$ cat src/rtl/free_list.sv
// Circular FIFO of free physical register IDs: feeds the FRAT fresh destinations
// and reclaims IDs released by the RRAT at retire.
module free_list #(
  parameter int PREG_W   = 6,
  parameter int NUM_PREG = 64,
  parameter int NUM_AREG = 32,
  parameter int DEPTH    = NUM_PREG - NUM_AREG,
  parameter int CNT_W    = $clog2(DEPTH + 1)
) (
  input  logic              CLK,
  input  logic              RESET,
  input  logic              SYS,
  input  logic              Shift_IN_FRAT,
  input  logic              STALL_IN_FRAT,
  input  logic [PREG_W-1:0] RegID_IN_RRAT,
  input  logic              enable_IN_RRAT,
  output logic [PREG_W-1:0] RegID_OUT_FRAT,
  output logic              STALL_OUT_FRAT,
  output logic [CNT_W-1:0]  count_OUT,
  output logic              overflow_ERR
);

  localparam int PTR_W = (DEPTH > 1) ? $clog2(DEPTH) : 1;

  logic [PREG_W-1:0] mem_q [DEPTH];
  logic [PTR_W-1:0]  head_q, head_d;
  logic [PTR_W-1:0]  tail_q, tail_d;
  logic [CNT_W-1:0]  count_q, count_d;
  logic              ovf_q, ovf_d;

  logic flush, empty, full, push_req, pop_ok, push_ok;

  // Explicit wrap so a non-power-of-two DEPTH still cycles correctly.
  function automatic logic [PTR_W-1:0] inc_ptr(input logic [PTR_W-1:0] p);
    return (p == PTR_W'(DEPTH - 1)) ? '0 : p + 1'b1;
  endfunction

  always_comb begin
    flush    = RESET | SYS;
    empty    = (count_q == '0);
    full     = (count_q == CNT_W'(DEPTH));
    // Phys 0 backs $zero and must never re-enter the list.
    push_req = enable_IN_RRAT & (|RegID_IN_RRAT);
    pop_ok   = Shift_IN_FRAT & ~STALL_IN_FRAT & ~empty;
    push_ok  = push_req & ~full;
  end

  always_comb begin
    head_d  = head_q;
    tail_d  = tail_q;
    count_d = count_q;
    ovf_d   = ovf_q | (push_req & full);
    if (pop_ok)  head_d = inc_ptr(head_q);
    if (push_ok) tail_d = inc_ptr(tail_q);
    case ({push_ok, pop_ok})
      2'b10:   count_d = count_q + 1'b1;
      2'b01:   count_d = count_q - 1'b1;
      default: count_d = count_q;
    endcase
  end

  always_ff @(posedge CLK) begin
    if (flush) begin
      head_q  <= '0;
      tail_q  <= '0;
      count_q <= CNT_W'(DEPTH);
      ovf_q   <= 1'b0;
    end else begin
      head_q  <= head_d;
      tail_q  <= tail_d;
      count_q <= count_d;
      ovf_q   <= ovf_d;
    end
  end

  always_ff @(posedge CLK) begin
    if (flush) begin
      for (int i = 0; i < DEPTH; i++) mem_q[i] <= PREG_W'(NUM_AREG + i);
    end else if (push_ok) begin
      mem_q[tail_q] <= RegID_IN_RRAT;
    end
  end

  assign RegID_OUT_FRAT = mem_q[head_q];
  assign STALL_OUT_FRAT = empty;
  assign count_OUT      = count_q;
  assign overflow_ERR   = ovf_q;

endmodule

$ cat config.mk
export PLATFORM = sky130hd
export DESIGN_NAME = free_list
export DESIGN_NICKNAME = d
export VERILOG_FILES = /design/src/rtl/free_list.sv
export SDC_FILE = /design/constraint.sdc
export NUM_CORES = 1
export LEC_CHECK = 0
export CORE_MARGIN = 10
export CORE_UTILIZATION = 50
export CTS_BUF_LIST = sky130_fd_sc_hd__clkbuf_16
export CTS_CLUSTER_DIAMETER = 150
export DETAILED_ROUTE_END_ITERATION = 7
export PLACE_DENSITY = 0.75
export SKIP_LAST_GASP = 1
export SYNTH_ARGS = -nofsm -noshare
export SYNTH_HDL_FRONTEND = slang
export SYNTH_SLANG_ARGS = --single-unit
export TNS_END_PERCENT = 30
$ cat constraint.sdc
create_clock -name CLK -period 3 [get_ports CLK]
set_input_delay 0.75 -clock CLK [delete_from_list [all_inputs] [get_ports CLK]]
set_output_delay 0.75 -clock CLK [all_outputs]
set_load 0.02 [all_outputs]
## After elaboration in Yosys (flattened, before gate mapping)

Memory sizes are Yosys's and may differ from the RTL's. A register that Yosys moved wholly into a read port is not among the register bits.
Cells that the tools add are included.
Widths: inputs -> output; s select.

- Register bits after elaboration: 17
- Bits in writable memories: 192
- Input port bits: 12
- Output and inout bits: 14
- Memories kept: 1

- $add $sub $neg: 4
- Equal/unequal tests: 5
- Mux-type cells: 13
- Bitwise gates (word level): 10
- Reductions and logical operators: 4

Memories:

| name | words | width | read ports | clocked after memory_dff | write ports | RTL line | source |
|---|---|---|---|---|---|---|---|
| mem_q | 32 | 6 | 1 | 1 | 32 | 25 | `logic [PREG_W-1:0] mem_q [DEPTH];` |

Operator list:

| cell | count |
|---|---|
| $mux 5 | 5 |
| $pmux 6 s2 | 1 |
| $reduce_or 6->1 | 2 |
| $add 5x1->5 const B | 2 |
| $eq 5x5->1 const B | 2 |
| $add 6x1->6 const B | 1 |
| $eq 6x6->1 const B | 1 |
| $logic_not 6->1 | 1 |
| $mux 1 | 6 |
| $mux 6 | 1 |
| $sub 6x1->6 const B | 1 |
| $and 1x1->1 | 5 |
| $not 1->1 | 3 |
| $eq 2x1->1 const B | 1 |
| $eq 2x2->1 const B | 1 |
| $or 1x1->1 | 2 |
| $reduce_bool 2->1 | 1 |

## Longest topological paths before layout

- Word-level depth: 8
- Depth in mapped cells: 12
- Mapped depth without buffers: 10

## Worst setup path before layout

No wires, ideal clock.

- Kind: register to register
- Start: reg count_q[0] (netlist: count_OUT[0])
- End: reg count_q[4] (netlist: count_OUT[4])
- Setup time: 0.116 ns
- Arrival: 3.023 ns
- Data required time: 2.884 ns
- Slack: -0.139 ns
- Cell stages (with the launch flop): 12
- Path buffers: 2
- Period minus slack after synthesis: 3.139 ns
- Path through: dfxtp_1 > or4_4 > or3b_1 > buf_2 > buf_6 > nand3_1 > ha_1 > ha_1 > nor2b_1 > o21a_1 > or3_1 > a31o_2

- Cells in the longest elaborated chain, start to end: 5

Ends and longest elaborated chain:

| what | RTL line | source |
|---|---|---|
| from (decl) | 28 | `logic [CNT_W-1:0] count_q, count_d;` |
| from (signal assigned) | 66 | `count_q <= CNT_W'(DEPTH);` |
| from (signal assigned) | 71 | `count_q <= count_d;` |
| $eq 6x6->1 / $logic_not 6->1 (equally long branches) | 41, 40 |  |
| $not 1->1, on equally long branches | 45, 44 |  |
| $and 1x1->1, on equally long branches | 45, 44 |  |
| $eq 2x1->1 / $eq 2x2->1 (equally long branches) | 55 | `case ({push_ok, pop_ok})` |
| $pmux 6 s2 / $reduce_bool 2->1 (equally long branches) | n/a |  |

Parallel ways exist; a longest one is shown, timed or not.
A chain may end at the register's enable or synchronous reset.

==> impl_metrics.env <==
export IMPL_synth_area_leader_cell="edfxtp_1"
export IMPL_synth_avg_cell_area_um2=12.62
export IMPL_rsz0062_at_grt="yes"
export IMPL_h_tree_depth=1
export IMPL_via_per_inst=5.908
export IMPL_synth_warnings=0
export IMPL_die_w_um=162.8
export IMPL_failed_checks="negative setup slack"
export IMPL_numCtsBuffers=23
export IMPL_fillers=1580
export IMPL_crit_fanout=8
export IMPL_synth_edff_count=192
export IMPL_switching_share_pct=22.55
export IMPL_cts_tree="yes"
export IMPL_final_common_cell="edfxtp_1"
export IMPL_dp_slack_ns=-0.1275
export IMPL_crit_path_end_kind="output port"
export IMPL_syn_nets=833
export IMPL_drt_iter0_drc=612
export IMPL_fin_crit_sh_pct=104.5
export IMPL_core_area_um2=20170
export IMPL_portBuffers=25
export IMPL_ir_drop_mv=0.3502
export IMPL_antenna_cells=0
export IMPL_ant_nets=0
export IMPL_grt_max_degree=33
export IMPL_setup_violations=6
export IMPL_finalNetCount=892
export IMPL_grt_use_total_pct=18.23
export IMPL_leakage_nw=3.998
export IMPL_synth_flop_cell="edfxtp_1"
export IMPL_p_sw_mw=1.449
export IMPL_antenna_found_initial=0
export IMPL_worst_path_buf_inv=3
export IMPL_clock_root_buffer="clkbuf_16"
export IMPL_clockPowerShare_pct=40.7
export IMPL_drive_gt1_share_pct=20.02
export IMPL_grt_pass1_vias=6626
export IMPL_std_cell_rows=52
export IMPL_hold_viol_final=0
export IMPL_hold_path_class="reg -> reg"
export IMPL_syn_instance_count=808
export IMPL_die_h_um=162.8
export IMPL_io_pins=26
export IMPL_ys_ff_latch=214
export IMPL_synth_area_top_cells="edfxtp_1, mux4_2, nand2b_1, mux2i_1, dfxtp_1"
export IMPL_final_cell_mix="edfxtp_1, nand2b_1, nor2_1, nand2_1, buf_4"
export IMPL_gp_routability_congestion=0.9592
export IMPL_wl_per_cell_um=20.94
export IMPL_critPathKind="reg -> out"
export IMPL_slowest_delay_ns=0.52
export IMPL_worst_setup_path_start_kind="register"
export IMPL_slew_headroom_pct=53.32
export IMPL_power_density_nw_per_um2=540.9
export IMPL_crit_chain="buf_16 -> mux4_2 -> a22o_1 -> a221oi_2 -> buf_4 -> nand3_2 -> buf_6"
export IMPL_drc_errors=0
export IMPL_cap_violations=0
export IMPL_clkSinkCount=214
export IMPL_area_growth_syn_to_layout_pct=16.52
export IMPL_cpLargestDelayFamily="multiplexers"
export IMPL_overflow=0
export IMPL_async_flop_share_pct=0
export IMPL_start_util_pct=50.55
export IMPL_routed_wl_um=24160
export IMPL_skew_ns=0.01578
export IMPL_crit_slowest_cell="mux4_2"
export IMPL_insertion_delay_ns=0.52
export IMPL_ctsHoldBuffers=0
export IMPL_drtPass1Iterations=5
export IMPL_clockBufferDepth=3
export IMPL_synth_top_area_share_pct=56.55
export IMPL_grt_pass1_wl_um=37850
export IMPL_post_dp_hpwl_um=17090
export IMPL_ys_seq_area_share_pct=60.87
export IMPL_ys_types=53
export IMPL_required_ns=2.25
export IMPL_finalMaxSlewViolations=0
export IMPL_vias=6818
export IMPL_cp_arrival_ns=2.39
export IMPL_status="finished with violations"
export IMPL_dieArea_um2=26500
export IMPL_max_slew_worst_pin_slew_ns=0.6976
export IMPL_clk_pin_slew_ns=0.06
export IMPL_netlist_area_um2=10190
export IMPL_setup_ws_ns=-0.1359
export IMPL_p_int_mw=4.976
export IMPL_max_freq_mhz=318.9
export IMPL_fin_crit_ns=3.136
export IMPL_p_comb_share_pct=6.7
export IMPL_holdWs_ns=0.4909
export IMPL_seq_power_share_pct=52.6
-- power by group through the flow --
stage               combinational [mW]  clock (mW)  sequential, mW
floorplan                        0.256           0            3.43
global placement                 0.415           0            3.44
detailed placement               0.420           0            3.44
CTS                              0.427        2.64            3.38
global route                     0.464        2.76            3.39
finish                           0.428        2.62            3.38
-- cell type report --
type	count	area, µm²	share of cell area (%)
well taps	270	337.8	2.844
flip-flops and latches	214	6217	52.34
clock inverters	19	121.4	1.022
clock buffers	23	575.6	4.845
inverters	13	48.80	0.4108
repair buffers	87	772.0	6.499
multi-input cells	528	3806	32.04
-- synth_stat cells (2+ instances only) --
cell	n
inv_1	13
ha_1	12
nor4_1	10
mux2i_1	50
nand2_1	58
nor2b_1	4
nand4_1	27
a221oi_1	6
buf_1	5
clkbuf_1	35
a31oi_1	3
a22o_1	6
nand2b_1	85
and2_1	29
o21ai_0	7
nor4b_1	2
mux4_2	24
o2111ai_1	2
and3_1	11
a32o_1	2
or3_1	3
or2_2	24
buf_6	2
nor3_1	3
dfxtp_1	22
a211oi_1	2
a21oi_1	19
edfxtp_1	192
nand3_1	24
and3b_1	2
a22oi_1	12
nor3b_1	4
nor2_1	76
or4b_2	2
buf_2	11
a31o_2	2
-- cells by family after synthesis --
group	share of synthesized area, %
AO/OA/AOI/OAI	4.762
adder cells (fa/ha/maj)	1.669
buffers and inverters	2.712
XOR/XNOR	0.08593
multiplexers	10.21
AND/OR/NAND/NOR	19.69
flip-flops	60.87
-- path summary, 6_finish.rpt --
| kind | to | depth (start not counted) | start | slack, ns |
|---|---|---|---|---|
| max | RegID_OUT_FRAT[0] | 7 | register | -0.14 |
| min | overflow_ERR | 2 | overflow_ERR | 0.49 |
| max reg2reg | count_OUT[4] | 9 | count_OUT[4] | 0.19 |
| min reg2reg | overflow_ERR | 2 | overflow_ERR | 0.49 |
-- metrics by stage --
stage / instances / utilization [%] / cell area [µm²] / setup TNS, ns / power, mW
after floorplan: 808 / - / 10210 / 0 / 3.689
after global placement: 1110 / 54.89 / 11070 / -0.4963 / 3.854
after detailed placement: 1110 / 54.89 / 11070 / -0.6692 / 3.865
after CTS: 1153 / 58.83 / 11870 / -0.7904 / 6.450
after global routing: 1154 / 58.90 / 11880 / -1.274 / 6.614
final: 1154 / 58.90 / 11880 / -0.7357 / 6.425
-- sequential cells by signal, summed over array words and instances (netlist names), named ones only --
name and count:
mem_q 192, tail_q 5, overflow_ERR 1, count_OUT 6, head_q 5
-- timing repair --
item                       in CTS  in global routing
pin swaps                       9                  0
cloned                          1                  0
setup buffers                   0                  1
gates resized for setup        47                  2
setup endpoints to repair       6                  7
-- per-layer routing --
metal  vias to the layer above  part of all wire [%]  track usage (%)
li1                       3108                     -                -
met1                      3344                    39            23.99
met2                       320                    49            29.73
met3                        46                   9.9            4.449
met4                         0                   2.1            4.631
met5                         -                     0                0
-- worst reg2reg max path: stages (launching register included) --
cell	delay (ns)
dfxtp_2	0.34
or4_4	0.57
or3b_1	0.39
nand3_1	0.14
ha_4	0.18
ha_1	0.24
nor2b_1	0.15
o21a_1	0.17
or3_1	0.31
a31o_2	0.20
No activity file was read; power rests on OpenSTA's default activity.
